## src/rtl/input_control.sv

```systemverilog
// 4x4 matrix-keypad front end for the 16-bit signed calculator.
// Scans the columns, debounces press and release against an external
// LFSR interval timer, decodes the key and hands it to the calculator
// controller through a KeyRdy/KeyRd handshake.
//
//   state    | meaning
//   ---------+-----------------------------------------------------
//   SCAN     | rotating the column drive, waiting for any row low
//   DB_PRESS | column frozen, waiting out the press bounce interval
//   WAIT_REL | key decoded, waiting for all rows to go high
//   DB_REL   | waiting out the release bounce interval
//   READY    | decoded key presented, waiting for KeyRd
module input_control (
  input  logic       Clock,
  input  logic       Reset,
  input  logic [3:0] RowIn,
  output logic [3:0] ColOut,
  output logic       LFSRReset,
  input  logic       LFSRFlg,
  output logic       KeyRdy,
  input  logic       KeyRd,
  output logic [3:0] Number,
  output logic [2:0] Operator,
  output logic       EqualSign
);

  localparam logic [2:0] SCAN     = 3'd0;
  localparam logic [2:0] DB_PRESS = 3'd1;
  localparam logic [2:0] WAIT_REL = 3'd2;
  localparam logic [2:0] DB_REL   = 3'd3;
  localparam logic [2:0] READY    = 3'd4;

  localparam logic [2:0] OP_NONE  = 3'b000;
  localparam logic [2:0] OP_ADD   = 3'b001;
  localparam logic [2:0] OP_SUB   = 3'b010;
  localparam logic [2:0] OP_MUL   = 3'b011;
  localparam logic [2:0] OP_DIV   = 3'b100;
  localparam logic [2:0] OP_CLR   = 3'b101;

  logic [2:0] state;
  logic [1:0] col_idx;
  logic [1:0] row_idx;
  logic [1:0] first_row;
  logic       all_up;
  logic       row_held;
  logic       flg_valid;
  logic [3:0] dec_number;
  logic [2:0] dec_operator;
  logic       dec_equal;

  assign all_up    = (RowIn == 4'b1111);
  assign row_held  = ~RowIn[row_idx];
  // The timer flag is stale in the cycle its restart pulse is still high.
  assign flg_valid = LFSRFlg & ~LFSRReset;
  // Column drive is a one-cold decode of the column index, so exactly one
  // bit is low by construction.
  assign ColOut    = ~(4'b0001 << col_idx);

  // Lowest-index closed row wins when several rows are low.
  always_comb begin
    first_row = 2'd3;
    if (!RowIn[0])      first_row = 2'd0;
    else if (!RowIn[1]) first_row = 2'd1;
    else if (!RowIn[2]) first_row = 2'd2;
  end

  // Key map lookup from the latched row and column.
  always_comb begin
    dec_number   = 4'd0;
    dec_operator = OP_NONE;
    dec_equal    = 1'b0;
    case ({row_idx, col_idx})
      4'b00_00: dec_number   = 4'd1;
      4'b00_01: dec_number   = 4'd2;
      4'b00_10: dec_number   = 4'd3;
      4'b00_11: dec_operator = OP_ADD;
      4'b01_00: dec_number   = 4'd4;
      4'b01_01: dec_number   = 4'd5;
      4'b01_10: dec_number   = 4'd6;
      4'b01_11: dec_operator = OP_SUB;
      4'b10_00: dec_number   = 4'd7;
      4'b10_01: dec_number   = 4'd8;
      4'b10_10: dec_number   = 4'd9;
      4'b10_11: dec_operator = OP_MUL;
      4'b11_00: dec_operator = OP_CLR;
      4'b11_01: dec_number   = 4'd0;
      4'b11_10: dec_equal    = 1'b1;
      4'b11_11: dec_operator = OP_DIV;
      default:  dec_number   = 4'd0;
    endcase
  end

  // Scan / debounce / handshake sequencer.
  always_ff @(posedge Clock) begin
    if (Reset) begin
      state     <= SCAN;
      col_idx   <= 2'd0;
      row_idx   <= 2'd0;
      LFSRReset <= 1'b0;
      KeyRdy    <= 1'b0;
      Number    <= 4'd0;
      Operator  <= OP_NONE;
      EqualSign <= 1'b0;
    end else begin
      LFSRReset <= 1'b0;
      case (state)
        SCAN: begin
          if (all_up) begin
            col_idx <= col_idx + 2'd1;
          end else begin
            row_idx   <= first_row;
            LFSRReset <= 1'b1;
            state     <= DB_PRESS;
          end
        end
        DB_PRESS: begin
          if (flg_valid) begin
            if (row_held) begin
              Number    <= dec_number;
              Operator  <= dec_operator;
              EqualSign <= dec_equal;
              state     <= WAIT_REL;
            end else begin
              state <= SCAN;
            end
          end
        end
        WAIT_REL: begin
          if (all_up) begin
            LFSRReset <= 1'b1;
            state     <= DB_REL;
          end
        end
        DB_REL: begin
          if (flg_valid) begin
            if (all_up) begin
              KeyRdy <= 1'b1;
              state  <= READY;
            end else begin
              state <= WAIT_REL;
            end
          end
        end
        READY: begin
          // Column index is left alone so scanning resumes from this key.
          if (KeyRd) begin
            KeyRdy <= 1'b0;
            state  <= SCAN;
          end
        end
        default: state <= SCAN;
      endcase
    end
  end

endmodule

```

## config.mk

```make
export PLATFORM = sky130hd
export DESIGN_NAME = input_control
export DESIGN_NICKNAME = d
export VERILOG_FILES = /design/src/rtl/input_control.sv
export SDC_FILE = /design/constraint.sdc
export NUM_CORES = 1
export LEC_CHECK = 0
export CORE_MARGIN = 10
export CORE_UTILIZATION = 51
export DETAILED_ROUTE_END_ITERATION = 6
export PLACE_DENSITY = 0.82
export SLEW_MARGIN = 15
export SYNTH_ARGS = -nofsm -noshare
export SYNTH_HDL_FRONTEND = slang
export SYNTH_SLANG_ARGS = --single-unit
```

## constraint.sdc

```tcl
create_clock -name Clock -period 3.9 [get_ports Clock]
set_clock_uncertainty 0.1 [all_clocks]
set_input_delay 1.17 -clock Clock [delete_from_list [all_inputs] [get_ports Clock]]
set_output_delay 1.17 -clock Clock [all_outputs]
set_load 0.05 [all_outputs]
```

* After elaboration in Yosys (flattened, before gate mapping)
Index checks and enable logic that the tools add are counted.
** Operators by class
- Bitwise gates (word level) :: 5
- Multiplexer cells :: 23
- Magnitude comparators :: 1
- Add/subtract/negate cells :: 1
- Eq/ne operators :: 25
- Shift operators :: 1
- Reduce and logical (&&, ||, !) cells :: 8
** Operators by type and width (count)
- 4-bit case mux with 9 select lines :: 1
- 4-bit equality test (second input constant) :: 8
- 3-bit case mux with 5 select lines :: 2
- 3-bit 2-to-1 mux :: 6
- 4-bit by 3-bit equality test with 1-bit output (second input constant) :: 4
- 2-bit != test (second input constant) :: 6
- 4-bit by 2-bit equality test with 1-bit output (second input constant) :: 2
- 1-bit 2-to-1 mux :: 8
- 3-bit by 2-bit equality test with 1-bit output (second input constant) :: 2
- 2-bit 2-to-1 mux :: 3
- 5-bit AND reduction :: 1
- 4-bit by 1-bit equality test with 1-bit output (second input constant) :: 1
- 4-bit zero test :: 1
- 4-bit inverter :: 1
- 1-bit case mux with 2 select lines :: 2
- 2-bit AND reduction :: 2
- 4-bit AND reduction :: 1
- 1-bit by 2-bit << shifter with 4-bit output (first input constant) :: 1
- 3-bit by 1-bit equality test with 1-bit output (second input constant) :: 1
- 3-bit equality test (second input constant) :: 1
- 3-bit zero test :: 1
- 2-bit by 3-bit less-than comparator with 1-bit output (second input constant) :: 1
- 1-bit inverter :: 3
- 3-bit AND reduction :: 1
- 4 further kinds :: 4
** Storage, ports and cells
- Output and inout port bits :: 14
- Word-level logic and storage cells :: 72
- Register bits after elaboration :: 17

* Longest topological paths before layout
Gate-level depths: netlist (run 1).
- Depth after elaboration :: 5
- Gate-level depth with buffers :: 6
- Depth with buffers taken out :: 6

* Worst setup path before layout (run 1)
OpenSTA, ideal clock, no wires.
- Path kind :: input-to-reg
- Start point :: input RowIn[3]
- End point :: register EqualSign
- Arrival :: 2.229 ns
- Stages :: 5
- Slack :: 1.442 ns
- Setup time :: 0.129 ns
- Buffers on the path :: 1
- Path through :: mux4_2 > nor4_4 > buf_6 > mux2i_1 > nor2_1
** On the way
- Cells in the longest elaborated chain, start to end :: 4
** RTL lines
- start: declaration :: line 16 : input logic [3:0] RowIn,
- 1-bit binary-select mux with 2-bit select :: line 52 : assign row_held = ~RowIn[row_idx];
- 1-bit 2-to-1 mux (not written as such) :: line 52
- 1-bit inverter (no line)
- 3-bit AND reduction (no line)
- end signal: assignment :: line 121 : EqualSign <= dec_equal;
- end: declaration :: line 24 : output logic EqualSign
Every way passes these cells. The select of a mux whose other input is x is not followed.
A chain may end at the register's enable or synchronous reset.

* Final worst setup path (run 1)
- Start point :: register col_idx[0]
- End point :: output ColOut[0]
** On the way
- Cells in the longest elaborated chain, start to end :: 2
** RTL lines
- start: declaration :: line 41 : logic [1:0] col_idx;
- start signal: assignment :: line 109 : col_idx <= col_idx + 2'd1;
- 1-bit by 2-bit << shifter with 4-bit output :: line 57 : assign ColOut = ~(4'b0001 << col_idx);
- 4-bit inverter :: line 57
- end: declaration :: line 17 : output logic [3:0] ColOut,
Every way passes these cells.

==> metrics.md, run 1 <==
| Metric | Value |
|---|---|
| GR Overflow Total | `0` |
| Largest family of logic cells by synthesized area | `simple AND/OR/NAND/NOR gates` |
| Post-route cell area | `1120 sq um` |
| Via density | `5.63` |
| Internal power | `between 0.0002 and 0.0003 W` |
| Worst vdd ir | `0.000217 V` |
| CTS tree | `built` |
| Status | `finished clean` |
| Layout cell share with drive strength beyond 1 | `a little over 8%` |
| FF-to-FF path depth | `4` |
| Most frequent cells in the layout | `21 x clkdlybuf4s50_1, 17 x dfxtp_1, 11 x nor2_1` |
| Synth Area in Compound Gates | `15.3%` |
| Post-synthesis mux area share | `6.96%` |
| Pin count of the biggest net entering global routing | `18` |
| Antenna Nets Post-Route | `0` |
| WHS Endpoint | `KeyRdy` |
| Slew Viols, Final | `0` |
| Synth Warn # | `0` |
| Seq/Total Area, Yosys | `between 30% and 40%` |
| H-tree Lvls | `1` |
| Initial antenna violation count | `0` |
| Clock power share | `26.4%` |
| Dpl ws | `around 0.57 ns` |
| Reg clk slew, reported paths | `0.10 ns` |
| Final nets | `134` |
| Crit-path max FO | `6` |
| Most common cell after layout, fill and taps aside | `clkdlybuf4s50_1` |
| Post-Route Setup TNS | `0 ns` |
| Worst hold path startpoint | `KeyRdy` |
| Initial Util | `53.2%` |
| Fin crit share | `82.4%` |
| Max Root-Sink Buffers | `2` |
| Worst R2R Start | `row_idx[0]` |
| DR iter-0 viols | `12` |
| Vias in the first global route | `763` |
| Crit. Startpoint | `col_idx[0]` |
| Area grow syn2layout | `25.2%` |
| Hold Vio Cnt, Final | `0` |
| Die area | `3840 sq um` |
| Max transition margin | `51.8%` |
| # setup viols final | `0` |
| Hold Path Class | `reg -> reg` |
| WL per Instance | `around 14 microns` |
| Hold slack | `0.376 ns` |
| GR Util All Layers | `around 11%` |
| DRC | `0` |
| Post-CTS setup-driven buffer insertion count | `0` |
| Top-area cell type share of the netlist area | `37.9%` |
| Area leader, netlist | `dfxtp_1` |
| Hold Crit Depth | `2` |
| Synth Area per Inst | `8.81 sq um` |
| Ports | `22` |
| Synthesized area | `898 sq um` |
| Seq pwr share | `53.8%` |
| Die width | `62.0 microns` |
| PortBufs | `21` |
| Gpl congestion | `0.786` |
| Setup crit end kind | `primary output` |
| Startpoint Class | `register` |
| Post_cts resized | `0` |
| Distinct cells, synth | `34` |
| Max Cap Violations | `0` |
| Area after DPL | `approximately 1100 sq um` |
| RSZ-0062 raised after global routing | `false` |
| Clock insertion delay at the later pin of the skew report | `between 0.2 and 0.3 ns` |
| Drt first pass iters | `4` |
| Switching power | `0.000107 W` |
| Rows | `15` |
| N_diodes | `0` |
| Clk sinks | `17` |
| Via count | `777` |
| Crit path DAT | `roughly 1.9 ns` |
| Final min period | `3.21 ns` |
| Net Sw Frac | `29.9%` |
| Design Power | `0.000358 W` |
| Slew @ Worst Pin | `0.718 ns` |
| Register bit total from synthesis | `17` |
| Hold_buf cts | `0` |
| Pwr dens | `318 nW/um^2` |
| Reg2reg end | `Number[2]` |
| DPL Wire Length | `1480 microns` |
| Root Driver | `clkbuf_4` |
| Largest cells by area after synthesis | `dfxtp_1 38%, ha_1 5.6%, nor2_1 4.6%` |
| Cts bufs inserted | `3` |
| Adder-Cell Fraction of Synth Area | `5.57%` |
| XOR/XNOR Fraction of Synth Area | `1.95%` |
| DRT Wirelength | `1910 microns` |
| Synth Net Count | `114` |
| Final setup margin | `0.686 ns` |
| Worst EP required | `2.63 ns` |
| R2R Setup Slk | `about 1.6 ns` |
| Die height | `62.0 microns` |
| Syn Inst Count | `102` |
| Lkg Pwr | `0.394 nW` |
| Simple-gate share of the synthesized area | `25.3%` |
| Max Fclk | `0.311 GHz` |
| Total core area | `between 1500 and 2000 sq um` |
| First-pass GRT wire length | `3280 microns` |
| Setup Crit Path Kind | `reg -> out` |
| Logic pwr share | `19.8%` |
## power groups by stage
| stage | Clock (W) | Combinational (W) | Sequential, W |
|---|---|---|---|
| finish | 0.0000943 | 0.0000710 | 0.000192 |
| global route | 0.000108 | 0.0000778 | 0.000194 |
| CTS | 0.0000976 | 0.0000715 | 0.000192 |
| detailed placement | 0 | 0.0000713 | 0.000196 |
| global placement | 0 | 0.0000697 | 0.000196 |
| floorplan | 0 | 0.0000461 | 0.000200 |
## cells by family after synthesis
kind of cell	Yosys count
simple gates	41
compound gates	19
flops	17
buf+inv	14
mux	5
fa+ha+maj	4
xor+xnor	2
## metal layers
| layer | share of wire (%) | vias to the layer above | global-route usage [%] |
|---|---|---|---|
| li1 | - | 393 | - |
| met1 | 44 | 360 | 12.7 |
| met2 | 48 | 20 | 18.4 |
| met3 | 5.5 | 4 | 3.05 |
| met4 | 2.1 | 0 | 7.32 |
| met5 | 0 | - | 0 |
## synthesized netlist by cell type (all sizes together)
cell type,number
o21a,1
a211oi,1
dfxtp,17
xnor2,2
nor2,11
o21ai,5
a221oi,1
and2,1
ha,4
buf,4
and3,1
nor3,5
a21oi,5
nor4,2
o2111ai,1
mux4,1
nand2,5
a31oi,1
nor3b,2
nand3b,2
inv,8
clkbuf,2
o221a,2
and4,1
o31a,1
nand3,4
mux2i,4
nand2b,6
a21boi,1
nand4,1
## registers in the layout (all words and copies together), names as in the netlist
name and cells:
state 3, KeyRdy 1, EqualSign 1, row_idx 2
LFSRReset 1, Operator 3, Number 4, col_idx 2
## critical path, cell delays in order, from the launching register on
cell	delay, ns
dfxtp_1	0.38
inv_1	0.10
ha_1	0.30
inv_1	0.08
clkdlybuf4s50_1	0.80
## how the worst max path moves through the flow
stage	endpoint	slack [ns]
3_5_place_dp	Number[2]	0.57
5_1_grt	ColOut[2]	0.59
4_1_cts	ColOut[0]	0.66
2_1_floorplan	EqualSign	1.44
3_3_place_gp	Number[1]	0.60
6_report	ColOut[0]	0.69
## layout make-up
cell class,count,area [sq um]
tap,17,21.3
sequential,17,340
clock inverter,1,5.00
timing repair buffer,21,210
clock buffer,3,22.5
inverter,8,30.0
multi-input combinational,71,495
fill,153,564
## per-stage QoR
step,util (%),std cells
floorplan,-,102
global placement,65.0,134
detailed placement,65.0,134
CTS,66.6,138
global route,66.6,138
finish,66.6,138
Power figures use the tool's default switching activity.
==> run 2: changes to the inputs <==
--- a/config.mk
+++ b/config.mk
@@ -6,9 +6,9 @@
 export NUM_CORES = 1
 export LEC_CHECK = 0
 export CORE_MARGIN = 10
-export CORE_UTILIZATION = 51
+export CORE_UTILIZATION = 43
 export DETAILED_ROUTE_END_ITERATION = 6
-export PLACE_DENSITY = 0.82
+export PLACE_DENSITY = 0.74
 export SLEW_MARGIN = 15
 export SYNTH_ARGS = -nofsm -noshare
 export SYNTH_HDL_FRONTEND = slang
==> constraint.sdc (replaced) <==
create_clock -name Clock -period 2.92 [get_ports Clock]
set_clock_uncertainty 0.1 [all_clocks]
set_input_delay 0.876 -clock Clock [delete_from_list [all_inputs] [get_ports Clock]]
set_output_delay 0.876 -clock Clock [all_outputs]
set_load 0.05 [all_outputs]
==> run 2 against run 1 <==
Against the previous run:
- power is 34% higher
- sequential share of layout area is 0.46 points lower
- core utilization is 9.0 points lower
- wire length is 3.0% higher
- final area is 1.6% higher
- critical path depth is 1 lower
- sequential cell count stayed put
- clock power is 33% higher
- highest routed layer unchanged
==> metrics.md, run 2 (synthesis results as in run 1) <==
| Metric | Value |
|---|---|
| PortBufs | `21` |
| Startpoint Class | `register` |
| Hold Path Class | `reg -> reg` |
| Most common cell after layout, fill and taps aside | `clkdlybuf4s50_1` |
| Max Fclk | `0.365 GHz` |
| Rows | `16` |
| Final min period | `2.74 ns` |
| Slew Viols, Final | `0` |
| WL per Instance | `13.2 microns` |
| RSZ-0062 raised after global routing | `false` |
| First-pass GRT wire length | `3440 microns` |
| Max Cap Violations | `0` |
| Largest regs | `Number (4), Operator (3), state (3)` |
| Internal power | `0.000336 W` |
| Reg clk slew, reported paths | `0.10 ns` |
| Clock power share | `a little over a quarter` |
| Via count | `771` |
| Antenna Nets Post-Route | `0` |
| Dpl ws | `0.126 ns` |
| # setup viols final | `0` |
| Post-CTS setup-driven buffer insertion count | `0` |
| Final nets | `135` |
| Switching power | `0.000142 W` |
| GR Overflow Total | `0` |
| Met1 GRT Util | `around an eighth` |
| Root Driver | `clkbuf_4` |
| Largest register FFs | `4` |
| Die height | `between 60 and 70 microns` |
| Slew @ Worst Pin | `0.612 ns` |
| Vias in the first global route | `772` |
| Setup crit end kind | `primary output` |
| Ports | `22` |
| Hold_buf cts | `0` |
| Final setup margin | `between 0.15 and 0.2 ns` |
| Post-Route Setup TNS | `0 ns` |
| Clock insertion delay at the later pin of the skew report | `0.29 ns` |
| Met3 Usage GRT | `2.03%` |
| Initial Util | `45.3%` |
| Die width | `around 66 microns` |
| Lkg Pwr | `0.401 nW` |
| Initial antenna violation count | `0` |
| DRC | `0` |
| Fin crit share | `93.8%` |
| Drt first pass iters | `4` |
| GR Util met2 | `15.8%` |
| Status | `finished clean` |
| Crit-path cells | `ha_1 > inv_1 > clkdlybuf4s50_1` |
| Crit path largest cell delay | `0.80 ns` |
| Net Sw Frac | `a little under 30%` |
| GR Util All Layers | `approximately a tenth` |
| Logic pwr share | `20.1%` |
| Die area | `4320 sq um` |
| DPL Wire Length | `1510 microns` |
| Top reg by flops | `Number` |
| Clk sinks | `17` |
| DRT Wirelength | `1970 microns` |
| Most Used Layer, Global Route | `met2` |
| CTS tree | `built` |
| Critical-path top delay cell | `clkdlybuf4s50_1` |
| Cts bufs inserted | `3` |
| Worst vdd ir | `approximately 0.00027 V` |
| Most frequent cells in the layout | `18 x clkdlybuf4s50_1, 17 x dfxtp_1, 11 x nor2_1` |
| Area grow syn2layout | `27.2%` |
| Gpl congestion | `around 0.77` |
| Pwr dens | `418 nW/um^2` |
| Total core area | `1980 sq um` |
| Seq pwr share | `53.7%` |
| Crit-path max FO | `4` |
| H-tree Lvls | `1` |
| Layout cell share with drive strength beyond 1 | `10.7%` |
| Max Root-Sink Buffers | `2` |
| N_diodes | `0` |
| Setup Crit Path Kind | `reg -> out` |
| Max transition margin | `59.1%` |
| Hold Vio Cnt, Final | `0` |
| DR iter-0 viols | `10` |
| Post_cts resized | `0` |
| Worst EP required | `1.94 ns` |
| Crit path DAT | `approximately 1.8 ns` |
| Pin count of the biggest net entering global routing | `18` |
| Via density | `5.17` |
==> run 2: path summary, 6_finish.rpt <==
| check | from | cells past startpoint | slack (ns) | to |
|---|---|---|---|---|
| worst min register to register | Operator[1] | 2 | 0.38 | Operator[1] |
| worst min-delay path | Operator[1] | 2 | 0.38 | Operator[1] |
| worst max-delay path | col_idx[1] | 3 | 0.18 | ColOut[3] |
| worst max register to register | row_idx[0] | 5 | 0.84 | Number[0] |
==> run 2: cell type report <==
class,count,area (sq um)
Clock inverter,1,5.00
Multi-Input combinational cell,71,495
Inverter,8,30.0
Fill cell,182,840
Clock buffer,3,22.5
Sequential cell,17,340
Tap cell,27,33.8
Timing Repair Buffer,22,215
==> run 2: through the flow <==
step                      cells  cell area (sq um)  total power, W  utilization, %  hold slack [ns]
after floorplan             102                898        0.000329               -            0.369
after global placement      145               1110        0.000356            56.1            0.354
after detailed placement    145               1110        0.000358            56.1            0.370
after CTS                   149               1140        0.000483            57.5            0.385
after global routing        149               1140        0.000500            57.6            0.414
final                       149               1140        0.000478            57.6            0.379
==> run 2: power groups by stage <==
stage          clock [W]  combinational, W  sequential, W
3_5_place_dp           0         0.0000959       0.000262
4_1_cts         0.000130         0.0000967       0.000257
5_1_grt         0.000135          0.000106       0.000259
2_1_floorplan          0         0.0000616       0.000267
6_report        0.000125         0.0000960       0.000256
3_3_place_gp           0         0.0000942       0.000262
==> run 2: routing by layer <==
| layer | share of wire, % | wire length [microns] |
|---|---|---|
| met5 | 0 | 0 |
| met4 | 0.92 | 18 |
| met3 | 3.3 | 65 |
| met2 | 50 | 991 |
| met1 | 45 | 891 |
==> run 2: worst max-delay path, delay by kind of cell (launching register included) <==
family     cells  cell delay, ns
flops          1            0.36
buf+inv        2            0.88
fa+ha+maj      1            0.23
